### src/rtl/sap1_display_pkg.sv
// Shared types and constants for the SAP-1 decimal output display.
`timescale 1ns/1ps
package sap1_display_pkg;

  typedef enum logic {IDLE, CONV} state_t;

  localparam int unsigned NUM_DIGITS = 3;

  // Glyph bit order {g,f,e,d,c,b,a}, active-high
  localparam logic [6:0] SEG_0     = 7'b0111111;
  localparam logic [6:0] SEG_1     = 7'b0000110;
  localparam logic [6:0] SEG_2     = 7'b1011011;
  localparam logic [6:0] SEG_3     = 7'b1001111;
  localparam logic [6:0] SEG_4     = 7'b1100110;
  localparam logic [6:0] SEG_5     = 7'b1101101;
  localparam logic [6:0] SEG_6     = 7'b1111101;
  localparam logic [6:0] SEG_7     = 7'b0000111;
  localparam logic [6:0] SEG_8     = 7'b1111111;
  localparam logic [6:0] SEG_9     = 7'b1101111;
  localparam logic [6:0] SEG_BLANK = 7'b0000000;

  // One double-dabble iteration over {hundreds,tens,ones,binary[7:0]}
  function automatic logic [19:0] dabble_step(input logic [19:0] sr);
    logic [19:0] adj;
    adj = sr;
    for (int unsigned i = 0; i < NUM_DIGITS; i++) begin
      if (adj[8+4*i +: 4] >= 4'd5)
        adj[8+4*i +: 4] = adj[8+4*i +: 4] + 4'd3;
    end
    return {adj[18:0], 1'b0};
  endfunction

endpackage

### src/rtl/sap1_seg7_decode.sv
// BCD digit to 7-segment glyph with blanking; out-of-range codes show nothing.
`timescale 1ns/1ps
module sap1_seg7_decode
  import sap1_display_pkg::*;
(
  input  logic [3:0] bcd,
  input  logic       blank,
  output logic [6:0] seg
);

  always_comb begin
    seg = SEG_BLANK;
    if (!blank) begin
      case (bcd)
        4'd0:    seg = SEG_0;
        4'd1:    seg = SEG_1;
        4'd2:    seg = SEG_2;
        4'd3:    seg = SEG_3;
        4'd4:    seg = SEG_4;
        4'd5:    seg = SEG_5;
        4'd6:    seg = SEG_6;
        4'd7:    seg = SEG_7;
        4'd8:    seg = SEG_8;
        4'd9:    seg = SEG_9;
        default: seg = SEG_BLANK;
      endcase
    end
  end

endmodule

### src/rtl/sap1_output_display.sv
// SAP-1 output stage: latch OUT value, convert to BCD sequentially, and
// scan it onto a 3-digit multiplexed 7-segment display.
`timescale 1ns/1ps
module sap1_output_display
  import sap1_display_pkg::*;
#(
  parameter int unsigned SCAN_DIV = 16
) (
  input  logic       clk,
  input  logic       reset,
  input  logic       out_load,
  input  logic [7:0] data_in,
  output logic       busy,
  output logic       overrun,
  output logic [7:0] value_out,
  output logic [6:0] seg,
  output logic [2:0] an
);

  localparam logic [15:0] SCAN_LAST = 16'(SCAN_DIV - 1);

  state_t      state, state_nxt;
  logic [19:0] shift_q, shift_nxt;
  logic [2:0]  count_q;
  logic [3:0]  hund_q, tens_q, ones_q;
  logic [15:0] presc_q;
  logic [1:0]  idx_q;
  logic        accept, finish;
  logic [3:0]  digit;
  logic        blank;

  always_comb begin
    state_nxt = state;
    accept    = 1'b0;
    finish    = 1'b0;
    shift_nxt = dabble_step(shift_q);
    case (state)
      IDLE: if (out_load) begin
        accept    = 1'b1;
        state_nxt = CONV;
      end
      CONV: if (count_q == 3'd7) begin
        finish    = 1'b1;
        state_nxt = IDLE;
      end
      default: state_nxt = IDLE;
    endcase
  end

  always_ff @(posedge clk or negedge reset) begin
    if (!reset) state <= IDLE;
    else        state <= state_nxt;
  end

  assign busy = (state == CONV);

  // Display digits change only on the finishing edge, so the scan never tears
  always_ff @(posedge clk or negedge reset) begin
    if (!reset) begin
      value_out <= '0;
      shift_q   <= '0;
      count_q   <= '0;
      hund_q    <= '0;
      tens_q    <= '0;
      ones_q    <= '0;
      overrun   <= 1'b0;
    end else begin
      if (accept) begin
        value_out <= data_in;
        shift_q   <= {12'd0, data_in};
        count_q   <= '0;
      end else if (state == CONV) begin
        shift_q <= shift_nxt;
        count_q <= count_q + 3'd1;
      end
      if (finish)
        {hund_q, tens_q, ones_q} <= shift_nxt[19:8];
      if (accept)
        overrun <= 1'b0;
      else if (out_load && state == CONV)
        overrun <= 1'b1;
    end
  end

  always_ff @(posedge clk or negedge reset) begin
    if (!reset) begin
      presc_q <= '0;
      idx_q   <= '0;
    end else if (presc_q == SCAN_LAST) begin
      presc_q <= '0;
      idx_q   <= (idx_q == 2'd2) ? 2'd0 : idx_q + 2'd1;
    end else begin
      presc_q <= presc_q + 16'd1;
    end
  end

  always_comb begin
    an    = '0;
    digit = ones_q;
    blank = 1'b0;
    case (idx_q)
      2'd0: an = 3'b001;
      2'd1: begin
        an    = 3'b010;
        digit = tens_q;
        blank = (hund_q == 4'd0) && (tens_q == 4'd0);
      end
      2'd2: begin
        an    = 3'b100;
        digit = hund_q;
        blank = (hund_q == 4'd0);
      end
      default: an = '0;
    endcase
  end

  sap1_seg7_decode u_decode (
    .bcd   (digit),
    .blank (blank),
    .seg   (seg)
  );

endmodule

### config.mk
export PLATFORM = sky130hd
export DESIGN_NAME = sap1_output_display
export DESIGN_NICKNAME = d
export VERILOG_FILES = /design/src/rtl/sap1_display_pkg.sv /design/src/rtl/sap1_seg7_decode.sv /design/src/rtl/sap1_output_display.sv
export SDC_FILE = /design/constraint.sdc
export NUM_CORES = 1
export LEC_CHECK = 0
export CAP_MARGIN = 20
export CORE_MARGIN = 3
export CORE_UTILIZATION = 25
export CTS_CLUSTER_DIAMETER = 80
export CTS_CLUSTER_SIZE = 28
export DETAILED_ROUTE_END_ITERATION = 16
export GPL_TIMING_DRIVEN = 1
export PLACE_DENSITY_LB_ADDON = 0.3
export SLEW_MARGIN = 0
export SYNTH_ARGS = -nofsm -noshare
export SYNTH_HDL_FRONTEND = slang
export SYNTH_SLANG_ARGS = --single-unit
### constraint.sdc
create_clock -name clk -period 3 [get_ports clk]
set_input_delay 0.3 -clock clk [delete_from_list [all_inputs] [get_ports clk]]
set_output_delay 0.3 -clock clk [all_outputs]
set_load 0.05 [all_outputs]
* Word level (Yosys, flattened, before mapping)
Memory sizes are Yosys's and may differ from the RTL's.
Index checks and enable logic that the tools add are counted.
Widths: inputs -> output; s select.
** Operators by class
- $add $sub $neg :: 6
- Bitwise operators :: 1
- Magnitude comparators :: 3
- Muxes and demuxes :: 21
- Equality and inequality tests :: 4
- Reduce and logical (&&, ||, !) cells :: 7
** Operators with widths (number)
- $mux 20 :: 2
- $add 16x1->16 const B :: 1
- $eq 16x4->1 const B :: 1
- $mux 16 :: 1
- $ge 4x3->1 const B :: 3
- $mux 3 :: 3
- $pmux 3 s3 :: 1
- $add 4x2->4 const B :: 2
- $logic_not 4->1 :: 2
- $mux 4 :: 2
- $pmux 4 s2 :: 1
- $mux 1 :: 7
- $mux 7 :: 1
- $pmux 1 s2 :: 2
- $reduce_bool 2->1 :: 2
- $add 3x1->3 const B :: 1
- $add 3x2->3 const B :: 1
- $eq 3x3->1 const B :: 1
- $add 2x1->2 const B :: 1
- $eq 2x1->1 const B :: 1
- $eq 2x2->1 const B :: 1
- $logic_and 1x1->1 :: 2
- $logic_not 2->1 :: 1
- $mux 2 :: 1
- $not 1->1 :: 1
** Storage, ports and cells
- Memories kept :: 1
- Word-level logic and storage cells :: 53
- Register bits :: 63
- Input bits :: 11
- ROM bits :: 112
** Memories
- (name not given) :: depth 16, bits a word 7, rd ports 1, clocked after Yosys merged registers in 0, wr ports 0, RTL line sap1_seg7_decode.sv:14 : case (bcd)

* Logic depth before layout (Yosys ltp)
- Depth after elaboration :: 4
- Gate-level depth with buffers :: 9

* Modules after synthesis
Synthesis repeated with hierarchy kept, for this count alone.
** Second synthesis, totals
- Cell total of the unflattened synthesis :: 293
- Area total of the unflattened synthesis :: 3174.3 µm²
** Modules (own cells, without submodules)
- sap1_output_display :: area an instance 2944.1 µm², cells an instance 262, seq. area each 1576.5 µm², times used 1
- sap1_seg7_decode :: area an instance 230.2 µm², cells an instance 31, seq. area each 0.0 µm², times used 1

* Worst setup path after synthesis
OpenSTA, ideal clock, no wires.
- Path kind :: reg-to-output
- From :: reg idx_q[0]
- To :: out seg[5]
- Arrival time :: 2.975 ns
- Stages on the path, launching flop included :: 9
- Slack :: -0.275 ns
- Cells stage by stage :: dfrtp_1 > inv_1 > ha_1 > clkbuf_8 > mux2i_1 > inv_1 > ha_1 > nand2b_1 > a311oi_1
** Between the ends
- Cells in the longest elaborated chain, start to end :: 4
** Ends and longest elaborated chain
- from (decl) :: RTL line sap1_output_display.sv:27 : logic [1:0] idx_q;
- from (signal assigned) :: RTL line sap1_output_display.sv:91 : idx_q <= (idx_q == 2'd2) ? 2'd0 : idx_q + 2'd1;
- $eq 2x2->1 / $eq 2x1->1 (equally long branches) :: RTL line sap1_output_display.sv:101 : case (idx_q)
- $pmux 4 s2 :: RTL line sap1_output_display.sv:101
- $mem_v2 16x7
- $mux 7 * :: RTL line sap1_seg7_decode.sv:13 : if (!blank) begin
- to (decl) :: RTL line sap1_output_display.sv:16 : output logic [6:0] seg,
Mark *: on every way between the ends. The rest lies on a longest branch, timed or not.

* Worst setup path in the final report
- From :: reg idx_q[1]
- To :: out seg[0]
The elaborated chain is that of the path after synthesis.

==> results.py <==
metrics = {
    "status": {
        "outcome": "complete, no violations",
    },
    "timing": {
        "fmax_mhz": 353,
        "min_period_ns": 2.83,
        "slew_viol_final": 0,
        "finalCritPeriodShare_pct": 94.4,
        "whs_ns": 0.0700,
        "finalHoldViolations": 0,
        "setup_viol": 0,
        "rsz0062_at_grt": "no",
        "fin_worst_skew_ns": 0.00710,
        "slew_headroom_pct": 46.6,
        "fin_setup_tns_ns": 0,
        "tightest_slew_ns": 0.801,
    },
    "power_and_ir_drop": {
        "power.total_uw": 4890,
        "p_int_uw": 3020,
        "net-switching-power_uw": 1870,
        "seqPwrFrac_pct": 28.0,
        "power_density_mw_per_mm2": 1160,
        "combPwrFrac_pct": 47.7,
        "p_sw_share_pct": 38.2,
        "leakage_uw": 0.00189,
        "pwr-share-clk_pct": 24.3,
        "vdd_drop_max_mv": 0.487,
    },
    "drt": {
        "postRouteAntennaNets": 0,
        "via_per_inst": 4.42,
        "vias": 2193,
        "drc_errors": 0,
        "finalWirelength_mm": 6.48,
        "dr.pass1.iters": 4,
        "wire_per_inst_um": 13.1,
        "first_iter_violations": 140,
    },
    "critical_path": {
        "critPathLaunchType": "register",
        "crit_type": "reg2out",
        "worstPathArrival_ns": 2.53,
        "crit_required_ns": 2.70,
        "end_kind": "output port",
        "crit_fanout": 5,
    },
    "yosys": {
        "synth-xor-area-share_pct": 4.86,
        "synth_edf_count": 0,
        "synth_fa_ha_area_share_pct": 7.34,
        "synth_compound_area_share_pct": 12.2,
        "synth_top_family_by_area": "multiplexers",
        "yosysUniqueCellTypes": 38,
        "synthSimpleGateAreaFrac_pct": 11.4,
        "synth_nets": 316,
        "synthCells": 286,
        "ys_ff_latch": 63,
        "ys.flop_type": "dfrtp_1",
        "synth_seq_area_share_pct": 48.6,
        "ys_warn_count": 0,
        "ys_async_sr_fraction_pct": 100,
        "syn_avg_cell_area_um2": 11.3,
        "synth_mux_area_share_pct": 12.6,
        "syn_area_mm2": 0.00324,
    },
    "cells_and_area": {
        "fill_cells": 1253,
        "final_cell_mix": "dfrtp_1, nand2_1, clkdlybuf4s50_1",
        "antenna_cells": 0,
        "nets": 353,
        "final_common_cell": "dfrtp_1",
        "drive_gt1_share_pct": 20.4,
        "syn_to_final_growth_pct": 30.2,
    },
    "die": {
        "die_w_um": 120,
        "start_util_pct": 26.2,
        "core_mm2": 0.0124,
        "io_pins": 31,
        "rows": 40,
        "die-area_mm2": 0.0144,
        "die_h_um": 120,
    },
    "global_route": {
        "track_usage_pct": 9.57,
        "grt_pass1_vias": 2282,
        "grt_pass1_wl_mm": 11.2,
        "antenna_found_initial": 0,
        "grt_max_degree": 34,
        "overflow": 0,
    },
    "clock_tree": {
        "hold_buffers": 0,
        "cts.sinks": 63,
        "worstSkewPairLatency_ns": 0.32,
        "path_clk_slew_ns": 0.06,
        "numCtsBuffers": 9,
        "clockBufferDepth": 2,
        "cts_root_buf": "clkbuf_16",
        "htreeDepth": 3,
        "tritoncts": "yes",
    },
    "flow_run": {
        "drv_cap": 0,
    },
    "worst_hold_path": {
        "hold_class": "in2async",
    },
    "place": {
        "gp_congestion": 0.768,
        "hpwl_mm": 4.55,
        "port_buffers": 30,
    },
}
[synth_stat cells (all sizes together), types with 2 or more instances]
master / number / area share (%)
a211oi: 2 / 0.77
a21o: 5 / 1.4
a21oi: 10 / 1.8
a22o: 12 / 3.3
a311oi: 2 / 0.54
and2: 2 / 0.39
and3: 7 / 1.4
and4: 3 / 0.81
buf: 3 / 0.46
clkbuf: 6 / 1.0
dfrtp: 63 / 49
ha: 19 / 7.3
inv: 12 / 1.4
mux2: 21 / 7.5
mux2i: 14 / 5.1
nand2: 27 / 3.1
nand2b: 4 / 0.77
nand3: 5 / 0.77
nor2: 13 / 1.5
nor3: 3 / 0.46
nor3b: 3 / 0.69
nor4: 4 / 0.77
o211ai: 2 / 0.46
o21ai: 19 / 2.9
or3: 2 / 0.39
xnor2: 13 / 3.5
xor2: 5 / 1.4
[state kept, by name, summed over array words and instances (netlist names)]
name / count
tens_q: 4
idx_q: 2
shift_q: 20
count_q: 3
value_out: 8
presc_q: 16
hund_q: 4
busy: 1
ones_q: 4
overrun: 1
[path summary, 6_finish.rpt]
path | endpoint | slack (ns) | depth (start not counted) | startpoint
min in group clk | presc_q[15]$_DFF_PN0_ | 0.48 | 1 | presc_q[15]$_DFF_PN0_
worst min-delay path | idx_q[0]$_DFFE_PN0N_ | 0.07 | 1 | reset
max in group asynchronous | hund_q[2]$_DFFE_PN0P_ | 2.28 | 2 | reset
worst max-delay path | seg[0] | 0.17 | 9 | idx_q[1]$_DFFE_PN0N_
worst min register to register | presc_q[15]$_DFF_PN0_ | 0.48 | 1 | presc_q[15]$_DFF_PN0_
worst max register to register | value_out[5]$_DFFE_PN0P_ | 1.07 | 3 | busy$_DFF_PN0_
[power groups by stage]
| stage | Sequential, µW | Clock, µW | Combinational (µW) |
|---|---|---|---|
| after floorplan | 1520 | 0 | 1320 |
| after global placement | 1370 | 0 | 2260 |
| after detailed placement | 1380 | 0 | 2300 |
| after CTS | 1370 | 1220 | 2320 |
| after global routing | 1410 | 1260 | 2520 |
| final | 1370 | 1190 | 2340 |
[per-layer routing]
metal	routed length (µm)	global-route usage (%)
met1	3280	13.1
met2	2950	14.7
met3	198	2.40
met4	41	3.44
met5	0	0
[cell families (layout without fill, tap and decap cells)]
group,Yosys count,in the layout
AND/OR/NAND/NOR,75,75
adder cells (fa/ha/maj),19,19
multiplexers,35,35
AO/OA/AOI/OAI,55,55
buffers and inverters,21,63
XOR/XNOR,18,18
flip-flops,63,63
[worst max-delay path, stage by stage, from the launching register on]
cell and delay [ns]:
dfrtp_1 0.38, inv_2 0.08, ha_1 0.22, a22o_2 0.29
mux2i_4 0.20, inv_1 0.10, ha_1 0.22, mux2_4 0.28
a211oi_4 0.27, buf_12 0.17
[through the flow]
step | setup slack (ns) | instances | utilization, % | instance area, µm²
floorplan | 0.00812 | 286 | - | 3250
global placement | 0.289 | 479 | 30.9 | 3820
detailed placement | 0.213 | 479 | 30.9 | 3820
CTS | 0.0334 | 496 | 33.8 | 4180
global route | 0.00868 | 496 | 34.1 | 4220
finish | 0.169 | 496 | 34.1 | 4220
[repair_timing]
action,4_1_cts,5_1_grt
cloned,0,0
setup endpoints to repair,4,5
resized for setup,3,6
pin swaps,0,1
buffers inserted,1,0
[area by class of cell]
type	instances	area (µm²)	area share [%]
clock buffers	9	225	5.34
clock inverters	7	119	2.82
inverters	12	45.0	1.07
multi-input cells	202	1630	38.6
flip-flops and latches	63	1580	37.4
well taps	168	210	4.98
repair buffers	35	415	9.85
Power figures use the tool's default switching activity.
==> patch: new RTL, same flow settings <==
Put a register stage on the output `seg`, with the module's reset. The value now appears one clock later. The other outputs are not delayed to match.
--- a/src/rtl/sap1_output_display.sv
+++ b/src/rtl/sap1_output_display.sv
@@ -18,6 +18,8 @@
 );
 
   localparam logic [15:0] SCAN_LAST = 16'(SCAN_DIV - 1);
+
+  logic [6:0] seg_d;
 
   state_t      state, state_nxt;
   logic [19:0] shift_q, shift_nxt;
@@ -117,8 +119,16 @@
   sap1_seg7_decode u_decode (
     .bcd   (digit),
     .blank (blank),
-    .seg   (seg)
+    .seg   (seg_d)
   );
+
+  always_ff @(posedge clk or negedge reset) begin
+    if (!reset) begin
+      seg <= '0;
+    end else begin
+      seg <= seg_d;
+    end
+  end
 
 endmodule
 
Function: changed (Yosys sat finds a counterexample within 4 cycles, from zero or initial values and one cycle with reset low).
==> patch against the unedited design <==
- core utilization fell by 2.7 points
- power shrank 14%
- synthesized area rose by 5.3%
- fmax rose by 11%
- design area down 0.83%
- wire length is 1.5% higher
- sequential cell count grew 7
- worst setup slack improved by 0.29 ns
- clock power shrank 19%
- first-iteration DRC count fell by 25%
- critical path type is now register to register
- largest power group unchanged
- highest routed layer unchanged
==> patch: results (changes against the unedited design) <==
| Metric | Value |
|---|---|
| CP Max Fanout | 10 (+5) |
| GRT Total Usage | 0.0991 (+0.00339) |
| Post-CTS Setup Bufs | 0 (-1) |
| Initial DRC count | 105 (-25%) |
| Half-perimeter wire length after detailed placement | 4.67 mm (+2.7%) |
| GP Congestion | 0.753 (-2.0%) |
| Delay-heaviest family, CP | adder cells |
| Worst slew pin tran | 0.817 ns (+0.0160 ns) |
| Worst skew pair latency | 0.34 ns (+0.02 ns) |
| Slowest stage cell, crit path | ha_1 |
| Layout cells sized above 1 | 0.147 (-0.0571) |
| Leakage power total | 1.87 nW (-1.1%) |
| First-pass GRT wire length | 11.8 mm (+5.1%) |
| Pin count of the biggest net entering global routing | 38 (+12%) |
| Status | complete, no violations |
| Nets | 358 (+1.4%) |
| Sequential area share after synthesis | 0.514 (+0.0271) |
| Syn nets | 323 (+2.2%) |
| Pre-CTS setup slack | 0.470 ns (+0.258 ns) |
| Synth top cells by count | 70 x dfrtp_1, 26 x nand2_1, 21 x o21ai_0 |
| Aggregate routed wire length | 6.57 mm (+1.5%) |
| Worst Clk Skew | 0.00584 ns (-0.00126 ns) |
| Vias in the first global route | 2,468 (+8.2%) |
| Post-DR vias/cell | 4.41 (-0.15%) |
| Area contributors post-synth | dfrtp_1 51%, ha_1 7.0%, mux2_2 5.9%, mux2i_1 3.5%, xnor2_1 3.3% |
| CTS resizes | 0 (-3) |
| Max IR drop VDD | 0.468 mV (-3.9%) |
| Slowest stage delay, CP | 0.61 ns (+0.23 ns) |
-- patch: cell types whose count changed after synthesis, sizes merged --
cell,delta
a21oi,+1
nor3b,+1
dfrtp,+7
o21ai,+2
a22o,-1
nand2,-1
mux2,-1
nor2,-1
-- patch: worst reg2reg max path, cell delays in order, from the launching register on --
cell and delay [ns]:
dfrtp_1 0.39, inv_1 0.10, ha_1 0.61, mux2i_1 0.49, inv_1 0.13, ha_1 0.24, mux2_4 0.27, a211oi_2 0.23
-- patch: cell families after synthesis --
family	Yosys count	synth area share
fa+ha+maj	19	0.0697
simple gates	74	0.109
buf+inv	21	0.0271
compound gates	57	0.118
flops	70	0.514
mux	34	0.117
xor+xnor	18	0.0462
-- patch: power by group --
| part | switching, mW | total [mW] | internal, mW |
|---|---|---|---|
| sequential | 0.219 | 1.49 | 1.27 |
| combinational | 1.00 | 1.76 | 0.761 |
| clock | 0.387 | 0.964 | 0.577 |
| total | 1.61 | 4.22 | 2.61 |
-- patch: worst paths after layout --
kind	end	slack, ns	cells after the start
max	seg[3]$_DFF_PN0_	0.45	7
min	value_out[7]$_DFFE_PN0P_	0.06	1
max reg2reg	seg[3]$_DFF_PN0_	0.45	7
min reg2reg	presc_q[15]$_DFF_PN0_	0.47	1
max in group asynchronous	ones_q[1]$_DFFE_PN0P_	2.26	2
min in group clk	presc_q[15]$_DFF_PN0_	0.47	1
-- patch: layer usage --
layer / share of wire / vias up / GRT usage / wire (um)
met1: 0.49 / 1093 / 0.126 / 3210
met5: 0 / - / 0 / 0
li1: - / 1107 / - / -
met2: 0.45 / 40 / 0.156 / 2950
met3: 0.052 / 7 / 0.0438 / 343
met4: 0.011 / 0 / 0.0210 / 69
-- patch: layout make-up --
cell class                 instances  share of cell area
timing repair buffer              33              0.0790
sequential                        70               0.419
clock inverter                     4             0.00538
inverter                          12              0.0108
multi-input combinational        202               0.375
clock buffer                      12              0.0589
tap                              176              0.0526
-- patch: through the flow --
stage | power, mW | std cells | utilization | area, um2
finish | 4.22 | 509 | 0.315 | 4180
global route | 4.55 | 509 | 0.315 | 4180
CTS | 4.29 | 509 | 0.315 | 4180
detailed placement | 3.29 | 493 | 0.294 | 3910
global placement | 3.25 | 493 | 0.294 | 3910
floorplan | 2.78 | 293 | - | 3410
